**src/rtl/booth_mult_seq.sv**
```systemverilog
// Sequential signed multiplier using radix-4 modified Booth recoding, one Booth step per clock.
// Optional MULT_EARLY_EXIT_EN: a zero operand skips the Booth steps and finishes two cycles after start.
module booth_mult_seq #(
    parameter int WIDTH = 32,
    parameter int CNT_W = 5
) (
    input  logic                 clock,
    input  logic                 reset_n,
    input  logic                 ctrl_MULT,
    input  logic [WIDTH-1:0]     data_operandA,
    input  logic [WIDTH-1:0]     data_operandB,
    output logic [2*WIDTH-1:0]   product_full,
    output logic [WIDTH-1:0]     data_result,
    output logic                 data_resultRDY,
    output logic                 busy
);

    localparam int ITER = WIDTH / 2;
    localparam logic [CNT_W-1:0] LAST = CNT_W'(ITER);

    typedef enum logic [1:0] {IDLE, RUN, DONE} state_t;

    state_t                    state_q, state_d;
    logic [CNT_W-1:0]          cnt_q, cnt_d;
    logic signed [WIDTH-1:0]   a_q, a_d;
    logic signed [WIDTH+1:0]   acc_q, acc_d;
    logic [WIDTH-1:0]          mq_q, mq_d;
    logic                      qm1_q, qm1_d;
    logic [2*WIDTH-1:0]        prod_q, prod_d;

    logic signed [WIDTH+1:0]   pp;
    logic signed [WIDTH+1:0]   sum;
    logic                      skip_run;

    // Two guard bits keep +/-2A exact even for the most negative multiplicand.
    function automatic logic signed [WIDTH+1:0] booth_pp(
        input logic [2:0]              trip,
        input logic signed [WIDTH-1:0] a
    );
        logic signed [WIDTH+1:0] a1;
        a1 = {{2{a[WIDTH-1]}}, a};
        case (trip)
            3'b001, 3'b010: booth_pp = a1;
            3'b011:         booth_pp = a1 <<< 1;
            3'b100:         booth_pp = -(a1 <<< 1);
            3'b101, 3'b110: booth_pp = -a1;
            default:        booth_pp = '0;
        endcase
    endfunction

    assign pp  = booth_pp({mq_q[1:0], qm1_q}, a_q);
    assign sum = acc_q + pp;

`ifdef MULT_EARLY_EXIT_EN
    assign skip_run = (a_q == '0) || (mq_q == '0);
`else
    assign skip_run = 1'b0;
`endif

    always_comb begin
        state_d = state_q;
        cnt_d   = cnt_q;
        a_d     = a_q;
        acc_d   = acc_q;
        mq_d    = mq_q;
        qm1_d   = qm1_q;
        prod_d  = prod_q;

        case (state_q)
            RUN: begin
                if (skip_run && (cnt_q == '0)) begin
                    state_d = DONE;
                    prod_d  = '0;
                end else if (cnt_q == LAST) begin
                    state_d = DONE;
                    prod_d  = {acc_q[WIDTH-1:0], mq_q};
                end else begin
                    // Add the recoded partial product, then arithmetic shift {acc, mq, q-1} right by 2.
                    acc_d = sum >>> 2;
                    mq_d  = {sum[1:0], mq_q[WIDTH-1:2]};
                    qm1_d = mq_q[1];
                    cnt_d = cnt_q + CNT_W'(1);
                end
            end
            DONE:    state_d = IDLE;
            default: state_d = IDLE;
        endcase

        // A start pulse in any state restarts; an aborted op never updates the product.
        if (ctrl_MULT) begin
            state_d = RUN;
            a_d     = data_operandA;
            mq_d    = data_operandB;
            acc_d   = '0;
            qm1_d   = 1'b0;
            cnt_d   = '0;
            prod_d  = prod_q;
        end
    end

    always_ff @(posedge clock or negedge reset_n) begin
        if (!reset_n) begin
            state_q <= IDLE;
            cnt_q   <= '0;
            a_q     <= '0;
            acc_q   <= '0;
            mq_q    <= '0;
            qm1_q   <= 1'b0;
            prod_q  <= '0;
        end else begin
            state_q <= state_d;
            cnt_q   <= cnt_d;
            a_q     <= a_d;
            acc_q   <= acc_d;
            mq_q    <= mq_d;
            qm1_q   <= qm1_d;
            prod_q  <= prod_d;
        end
    end

    // The final RUN cycle only transfers the product, so busy drops while it happens.
    assign product_full   = prod_q;
    assign data_result    = prod_q[WIDTH-1:0];
    assign data_resultRDY = (state_q == DONE);
    assign busy           = (state_q == RUN) && (cnt_q != LAST);

endmodule

```
**config.mk**
```make
export PLATFORM = sky130hd
export DESIGN_NAME = booth_mult_seq
export DESIGN_NICKNAME = d
export VERILOG_FILES = /design/src/rtl/booth_mult_seq.sv
export SDC_FILE = /design/constraint.sdc
export NUM_CORES = 1
export LEC_CHECK = 0
export CELL_PAD_IN_SITES_DETAIL_PLACEMENT = 0
export CELL_PAD_IN_SITES_GLOBAL_PLACEMENT = 1
export CORE_MARGIN = 3
export CORE_UTILIZATION = 30
export CTS_CLUSTER_DIAMETER = 120
export DETAILED_ROUTE_END_ITERATION = 7
export GPL_TIMING_DRIVEN = 0
export PLACE_DENSITY_LB_ADDON = 0.1
export SYNTH_ARGS = -nofsm -noshare
export SYNTH_HDL_FRONTEND = slang
export SYNTH_SLANG_ARGS = --single-unit
```
**constraint.sdc**
```tcl
create_clock -name clock -period 5.58 [get_ports clock]
set_input_delay 1.116 -clock clock [delete_from_list [all_inputs] [get_ports clock]]
set_output_delay 1.116 -clock clock [all_outputs]
set_load 0.02 [all_outputs]
```
Yosys cells after proc, flatten, opt, wreduce, memory -nomap -nowiden
Cells that the tools add are included.
- add/sub/neg operators: 4
- equal/unequal tests: 12
- multiplexer cells: 16
- bitwise gates (word level): 1
- reductions and logical operators: 6
- operator list (operator ; count):
    case mux 34 bit (4 select lines) ; 1
    two-way mux 34 bit ; 3
    two-way mux 32 bit ; 3
    adder 34 bit ; 1
    negator 32 -> 34 bit ; 1
    negator 33 -> 34 bit ; 1
    two-way mux 5 bit ; 3
    equality test 3 bit (second input constant) ; 3
    equality test 3 x 2 -> 1 bit (second input constant) ; 2
    two-way mux 2 bit ; 3
    adder 5 x 1 -> 5 bit (second input constant) ; 1
    equality test 5 bit (second input constant) ; 1
    != test 5 bit (second input constant) ; 1
    OR reduction 2 bit ; 2
    equality test 3 x 1 -> 1 bit (second input constant) ; 1
    two-way mux 1 bit ; 3
    != test 3 bit (second input constant) ; 1
    AND reduction 3 bit ; 1
    equality test 2 x 1 -> 1 bit (second input constant) ; 1
    equality test 2 bit (second input constant) ; 1
    != test 2 bit (second input constant) ; 1
    AND reduction 2 bit ; 1
    nonzero test 2 bit ; 1
    logical AND 1 bit ; 1
    NOT 1 bit ; 1
- bits in registers: 170
- bits of input ports: 67
- logic and storage cells: 46

Depth between registers and ports, before layout
Gate-level depths: netlist of the first run.
- word-level depth: 7
- gate-level depth with buffers: 20
- depth with buffers taken out: 19

Worst setup path before layout of the first run
Ideal clock, no wire load.
- path type: register to register
- start point: reg a_q[10]
- end point: reg acc_q[32]
- library setup time: 0.127 ns
- data arrival time: 4.738 ns
- data required time: 5.453 ns
- setup slack: 0.715 ns
- stages on the path, launching flop included: 19
- path buffers: 1
- period minus slack after synthesis: 4.865 ns
- cells stage by stage: dfrtp_1 > buf_6 > or4_4 > or3_1 > or3_1 > or4b_1 > xor2_1 > and2_1 > o2bb2ai_1 > a21oi_1 > ha_1 > nand2_1 > nor3_1 > o221ai_1 > a311oi_1 > nor3_1 > a2111o_1 > o21ai_2 > mux2_1
- longest elaborated chain between the ends: 6
- ends and longest elaborated chain (item ; RTL line ; text):
    start: declaration ; 25 ; logic signed [WIDTH-1:0] a_q, a_d;
    start signal: assignment ; 105 ; a_q <= '0;
    start signal: assignment ; 113 ; a_q <= a_d;
    negator 33 -> 34 bit or negator 32 -> 34 bit (tied branches) ; 45, 46 ;
    case mux 34 bit (4 select lines) * ; 42 ; case (trip)
    adder 34 bit * ; 52 ; assign sum = acc_q + pp;
    two-way mux 34 bit * ; 74 ; end else if (cnt_q == LAST) begin
    two-way mux 34 bit * ; 69 ; case (state_q)
    two-way mux 34 bit * ; 90 ; if (ctrl_MULT) begin
    end signal: assignment ; 106 ; acc_q <= '0;
    end signal: assignment ; 114 ; acc_q <= acc_d;
    end: declaration ; 26 ; logic signed [WIDTH+1:0] acc_q, acc_d;
Mark *: on every way between the ends. The rest lies on a longest branch, timed or not. The select of a mux whose other input is x is not followed.
A chain may end at the register's enable or synchronous reset.

Worst setup path in the final report of the first run
- start point: reg a_q[2]
- end point: reg acc_q[26]
Same word-level chain as after synthesis.

==> results of run 1 <==
## worst max-delay path by stage
stage / cells after the start / slack (ns) / to / startpoint
3_5_place_dp: 20 / -0.29 / acc_q[32] / a_q[0]
5_1_grt: 20 / -0.006 / acc_q[28] / a_q[0]
6_report: 16 / 0.29 / acc_q[26] / a_q[2]
3_3_place_gp: 1 / -4.12 / a_q[29] / reset_n
2_1_floorplan: 18 / 0.71 / acc_q[32] / a_q[10]
4_1_cts: 18 / 0.03 / acc_q[32] / a_q[0]
## metal layers
metal | track usage (%) | vias up
met5 | 0 | -
li1 | - | 4683
met4 | 4.60 | 0
met1 | 26.6 | 4577
met2 | 31.6 | 275
met3 | 3.47 | 27
## metrics by stage
stage	instance area [um2]	power [mW]	setup WS (ns)	setup TNS [ns]	util, %
2_1_floorplan	10500	2.67	0.715	0	-
3_3_place_gp	12600	3.18	-4.12	-690.31	37.2
3_5_place_dp	12700	3.18	-0.293	-0.378	37.3
4_1_cts	13200	4.34	0.0270	0	39.0
5_1_grt	13300	4.62	-0.00581	-0.00581	39.1
6_report	13300	4.33	0.289	0	39.1
## synthesized netlist by cell type (3+ instances only)
master	instances	area (um2)
nand3b_1	7	52.6
nor3_1	27	135
nand3_1	8	40.0
nand2b_1	10	62.6
nor2b_1	9	56.3
and3_1	5	31.3
inv_1	16	60.1
or3_1	8	50.1
o31ai_1	4	30.0
a22o_1	7	61.3
or4_1	4	30.0
a22oi_1	21	158
nor2_1	56	210
and2_1	9	56.3
a221oi_1	6	52.6
xor2_1	21	184
nand2_1	323	1210
nor3b_1	3	22.5
o311ai_0	3	26.3
mux2_2	30	338
a21o_1	16	120
o21ai_0	112	561
nand4_1	10	62.6
mux2i_1	35	350
buf_4	32	240
clkbuf_1	61	229
a31oi_1	12	75.1
a221o_1	3	30.0
or2_2	4	25.0
xnor2_1	38	333
dfrtp_1	168	4200
ha_1	36	450
or4_4	3	33.8
nor4_1	4	25.0
o21bai_1	5	37.5
a21oi_1	72	360
buf_1	12	45.0
a211oi_1	6	45.0
o211ai_1	5	37.5
## logic make-up after synthesis
family                     Yosys count
xor gates and xnor gates            59
adders and majority gates           37
buffers and inverters              124
muxes                               66
AOI/OAI and AO/OA                  294
DFF                                168
and+or+nand+nor                    499
## registers in the layout (all words and copies together) (netlist names)
| signal | cells |
|---|---|
| acc_q | 32 |
| a_q | 32 |
| cnt_q | 5 |
| product_full | 64 |
| state_q | 2 |
| qm1_q | 1 |
| mq_q | 32 |
## repair_timing
action,4_1_cts,5_1_grt
pin swaps,0,3
gates resized for setup,4,16
hold endpoints to repair,0,0
cloned,0,0
setup endpoints to repair,3,9
## final cells by class
type	instances	area [um2]
buffer	107	533
clock buffer	20	467
inverter	17	63.8
multi-input combinational	955	5720
clock inverter	10	72.6
tap	448	561
sequential	168	4200
timing repair buffer	164	1660
fill	3559	20700
## critical path: cells and delay by family, from the launching register on
family / cells / cell delay, ns
AND/OR/NAND/NOR: 6 / 2.06
buffers and inverters: 1 / 0.22
AO/OA/AOI/OAI: 7 / 2.00
adder cells (fa/ha/maj): 1 / 0.40
flip-flops: 1 / 0.36
XOR/XNOR: 1 / 0.15
## power breakdown
group          switching, mW  total [mW]  internal (mW)
combinational          0.921        1.63          0.705
sequential             0.178        1.56           1.39
clock                  0.535        1.14          0.601
==> impl_metrics.py, run 1 <==
metrics = {
    "timing": {
        "tightest_slew_ns": 0.853,
        "setup_viol": 0,
        "fmaxAchievable_mhz": 189,
        "fin_crit_ns": 5.29,
        "slew_headroom_pct": 42.4,
        "maxSlewViolCount": 0,
        "holdWs_ns": 0.476,
        "fin_crit_sh_pct": 94.8,
        "fin_skew_ns": 0.0149,
        "hold_violations": 0,
    },
    "pwr": {
        "power.density_mw_per_mm2": 326,
        "max-vdd-ir-drop_uv": 230,
        "power.static_leakage_nw": 5.82,
    },
    "min_path": {
        "holdPathStages": 2,
        "hp-start": "product_full[51]",
        "hp-class": "reg -> reg",
        "holdPathEnd": "product_full[51]",
    },
    "floorplan": {
        "rows": 67,
        "dieHeight_um": 193,
        "die-area_mm2": 0.0371,
        "ios": 165,
        "start_util_pct": 30.8,
        "dieWidth_um": 193,
        "coreArea_mm2": 0.0340,
    },
    "setup_path": {
        "cp.required_ns": 5.92,
        "critPathSlowestCell": "nand4b_1",
        "crit_chain": "clkbuf_1, nor3_1, nand4b_1, nor3_2, nand2b_1, xnor2_1, a22oi_1, o21ai_0, ha_1, a21oi_1, o211ai_1, a221o_1, and2_1, a311o_1, or3_1, a32o_1",
        "r2r-start": "a_q[2]",
        "crit_type": "reg -> reg",
        "cp.arrival_ns": 5.63,
        "reg2reg_depth": 16,
        "cp-end-kind": "register",
        "cp-start-kind": "register",
        "regToRegEndpoint": "acc_q[26]",
        "ff2ff_setup_slack_ns": 0.29,
        "cpPeakStageDelay_ns": 0.51,
        "worst-path-max-fanout": 9,
    },
    "drt": {
        "viasPerCell": 5.06,
        "drtIter0Drc": 633,
        "routedLengthMet1_um": 16600,
        "highest_layer": "met4",
        "drt_first_pass_iters": 5,
        "vias": 9562,
        "wl_met3_um": 1910,
        "ant_nets": 0,
        "wire_per_inst_um": 18.6,
        "drt_wl_total_um": 35100,
        "drc_errors": 0,
        "route.met2.wl_um": 16200,
    },
    "final_layout": {
        "nets": 1534,
        "insertedDiodeCount": 0,
        "final_layout_size_suffix_gt1_share_pct": 8.40,
        "layout_commonest_cell": "nand2_1",
        "syn_to_final_growth_pct": 27.1,
        "mostFrequentLayoutCells": "nand2_1 (323), dfrtp_1 (168), clkdlybuf4s50_1 (162), o21ai_0 (109), a21oi_1 (70)",
        "fin_cells": 1889,
    },
    "run": {
        "cap_violations": 0,
    },
    "clock_network": {
        "cts_hold_buf": 0,
        "cts.clk_slew.worst_paths_ns": 0.07,
        "post-cts-setup-buffers": 0,
        "numCtsBuffers": 17,
        "cts_max_path_buffers": 2,
        "clkLatencyLatePin_ns": 0.45,
        "cts.sink_count": 168,
        "cts_htree_levels": 4,
        "cts_tree": "built",
        "root_buffer": "clkbuf_16",
    },
    "logic_synthesis": {
        "synth.area.mux_share_pct": 6.69,
        "synth_xor_area_share_pct": 4.94,
        "synth-seq-cells": 168,
        "ys_seq_area_share_pct": 40.2,
        "yosysUniqueCellTypes": 69,
        "ys.flop_type": "dfrtp_1",
        "synth.avg_cell_area_um2": 8.38,
        "synth_fa_ha_area_share_pct": 4.50,
        "ys_warn_count": 0,
        "synth.cell_area_mm2": 0.0105,
        "async_flop_share_pct": 100,
        "synth_cells": 1247,
        "synth_top_family_by_area": "simple AND/OR/NAND/NOR gates",
        "synth_compound_area_share_pct": 17.1,
        "synth_fp_nets": 1351,
        "synth_edf_count": 0,
        "synthSimpleGateAreaFrac_pct": 20.9,
    },
    "global_routing": {
        "grt_pass1_wl_um": 54800,
        "grt-ovfl-total": 0,
        "grt_usage_pct": 19.3,
        "grt_start_max_net_pins": 92,
        "antenna_found_initial": 0,
        "grt_pass1_vias": 9383,
    },
    "place": {
        "portBuffers": 163,
        "dp_cells": 1859,
        "globalplace.congestion": 0.875,
        "hpwlAfterDp_um": 26300,
    },
    "status": {
        "status": "complete, no violations",
    },
}
No activity file was read; power rests on OpenSTA's default activity.
==> inputs of run 2 (changes only) <==
PLACE_DENSITY_LB_ADDON = 0.2   (was 0.1)
SLEW_MARGIN = 25   (was default)
==> run 2 against run 1 <==
Global-route usage shrank 0.54 points. First-iteration DRC count shrank 18%. Cell count grew 0.21%. Register-to-register slack lost 0.08 ns. Hold slack lost 0.0030 ns. Utilization grew 0.20 points. Flip-flop and latch count is the same. Clock-buffer cell count shrank 3. Via count grew 0.35%. Critical path depth grew 1. Critical path type unchanged.
==> impl_metrics.py, run 2 (same netlist as run 1, synthesis figures left out) <==
metrics = {
    "place": {
        "hpwlAfterDp_um": 25900,
        "portBuffers": 163,
        "globalplace.congestion": 0.885,
        "dp_cells": 1859,
    },
    "clock_network": {
        "root_buffer": "clkbuf_16",
        "clkLatencyLatePin_ns": 0.47,
        "numCtsBuffers": 17,
        "cts_htree_levels": 4,
        "cts_tree": "built",
        "cts.clk_slew.worst_paths_ns": 0.09,
        "cts_max_path_buffers": 2,
        "cts.sink_count": 168,
    },
    "pwr": {
        "max-vdd-ir-drop_uv": 244,
        "p_clk_share_pct": 28.0,
        "combPwrFrac_pct": 36.7,
        "switchingPower_mw": 1.69,
        "power.density_mw_per_mm2": 331,
        "power_frac_seq_pct": 35.3,
        "swShare_pct": 38.2,
        "p_int_mw": 2.73,
        "power.static_leakage_nw": 5.85,
    },
    "floorplan": {
        "ios": 165,
        "rows": 67,
        "coreArea_mm2": 0.0340,
        "die-area_mm2": 0.0371,
        "dieWidth_um": 193,
        "start_util_pct": 30.8,
        "dieHeight_um": 193,
    },
    "min_path": {
        "hp-class": "reg -> reg",
    },
    "drt": {
        "drt_first_pass_iters": 5,
        "drtIter0Drc": 516,
        "drt_wl_total_um": 34500,
        "drc_errors": 0,
        "viasPerCell": 5.07,
        "vias": 9595,
        "ant_nets": 0,
        "wire_per_inst_um": 18.2,
    },
    "final_layout": {
        "syn_to_final_growth_pct": 27.7,
        "fin_cells": 1893,
        "nFillCells": 3548,
        "nets": 1536,
        "mostFrequentLayoutCells": "nand2_1 (323), dfrtp_1 (168), clkdlybuf4s50_1 (162), o21ai_0 (109), a21oi_1 (72)",
        "insertedDiodeCount": 0,
        "seq_area_mm2": 0.00420,
        "final_layout_size_suffix_gt1_share_pct": 8.44,
        "multi_input_area_mm2": 0.00570,
        "layout_commonest_cell": "nand2_1",
        "largest_reg_flops": 64,
    },
    "status": {
        "status": "complete, no violations",
    },
    "global_routing": {
        "grt-ovfl-total": 0,
        "grt_pass1_vias": 9341,
        "grt_usage_pct": 18.8,
        "antenna_found_initial": 0,
        "grt_pass1_wl_um": 53800,
        "grt_start_max_net_pins": 88,
    },
    "timing": {
        "hold_violations": 0,
        "fin_crit_ns": 5.37,
        "rsz0062_at_grt": "yes",
        "tightest_slew_ns": 0.838,
        "fin_crit_sh_pct": 96.2,
        "slew_headroom_pct": 44.1,
        "fmaxAchievable_mhz": 186,
        "fin_tns_setup_ns": 0,
        "setup_viol": 0,
        "maxSlewViolCount": 0,
        "fin_skew_ns": 0.0218,
        "holdWs_ns": 0.473,
    },
    "setup_path": {
        "cp.required_ns": 5.94,
        "ff2ff_setup_slack_ns": 0.21,
        "crit_type": "reg -> reg",
        "worst-path-max-fanout": 10,
        "cp-end-kind": "register",
        "cp.arrival_ns": 5.73,
        "cp-start-kind": "register",
    },
    "run": {
        "cap_violations": 0,
    },
}
## run 2: worst paths after layout
check / from / to / cells past startpoint
max in group asynchronous: reset_n / acc_q[29] / 2
max reg2reg: mq_q[1] / acc_q[32] / 17
max: mq_q[1] / acc_q[32] / 17
min in group asynchronous: reset_n / product_full[26] / 1
min reg2reg: product_full[43] / product_full[43] / 2
min: product_full[43] / product_full[43] / 2
## run 2: cell type report
class	instances	area share [%]
multi-input cells	955	42.7
flip-flops and latches	168	31.5
repair buffers	166	12.6
well taps	448	4.20
plain buffers	107	4.00
clock buffers	17	3.19
clock inverters	15	1.40
inverters	17	0.478
## run 2: power by group through the flow
stage               clock network (mW)  logic (mW)  registers (mW)
floorplan                            0        1.13            1.54
global placement                     0        1.58            1.59
detailed placement                   0        1.59            1.59
CTS                               1.28        1.60            1.56
global route                      1.33        1.80            1.59
finish                            1.24        1.62            1.56
## run 2: stage by stage
| stage | setup slack [ns] | cell area, um2 | power [mW] | utilization (%) |
|---|---|---|---|---|
| finish | 0.211 | 13400 | 4.42 | 39.3 |
| global route | -0.0251 | 13400 | 4.72 | 39.3 |
| CTS | 0.0277 | 13300 | 4.44 | 39.2 |
| detailed placement | -0.249 | 12700 | 3.17 | 37.3 |
| global placement | -4.06 | 12600 | 3.16 | 37.2 |
| floorplan | 0.715 | 10500 | 2.67 | - |
## run 2: routing by layer
layer	up-vias	routed length (um)	global-route usage [%]
li1	4680	-	-
met5	-	0	0
met1	4617	16700	26.3
met4	0	401	4.85
met3	24	1820	3.38
met2	274	15600	29.9
## run 2: repair_timing
item | in CTS | in global routing
resized for setup | 4 | 14
hold buffers | 0 | 0
setup buffers | 0 | 2
endpoints found under the setup margin | 3 | 8
pin swaps | 0 | 2
## run 2: critical path: stages (launching register included)
cell and delay [ns]:
dfrtp_1 0.40, clkbuf_1 0.40, clkbuf_2 0.36, clkbuf_1 0.50
clkbuf_2 0.39, a21oi_1 0.10, o21ai_0 0.24, o21ai_0 0.18
ha_1 0.32, clkbuf_1 0.28, nand2_1 0.08, o21ai_0 0.45
a2bb2oi_1 0.26, a311oi_2 0.35, nor3_2 0.12, a2111o_1 0.43
o21ai_2 0.06, mux2_1 0.32
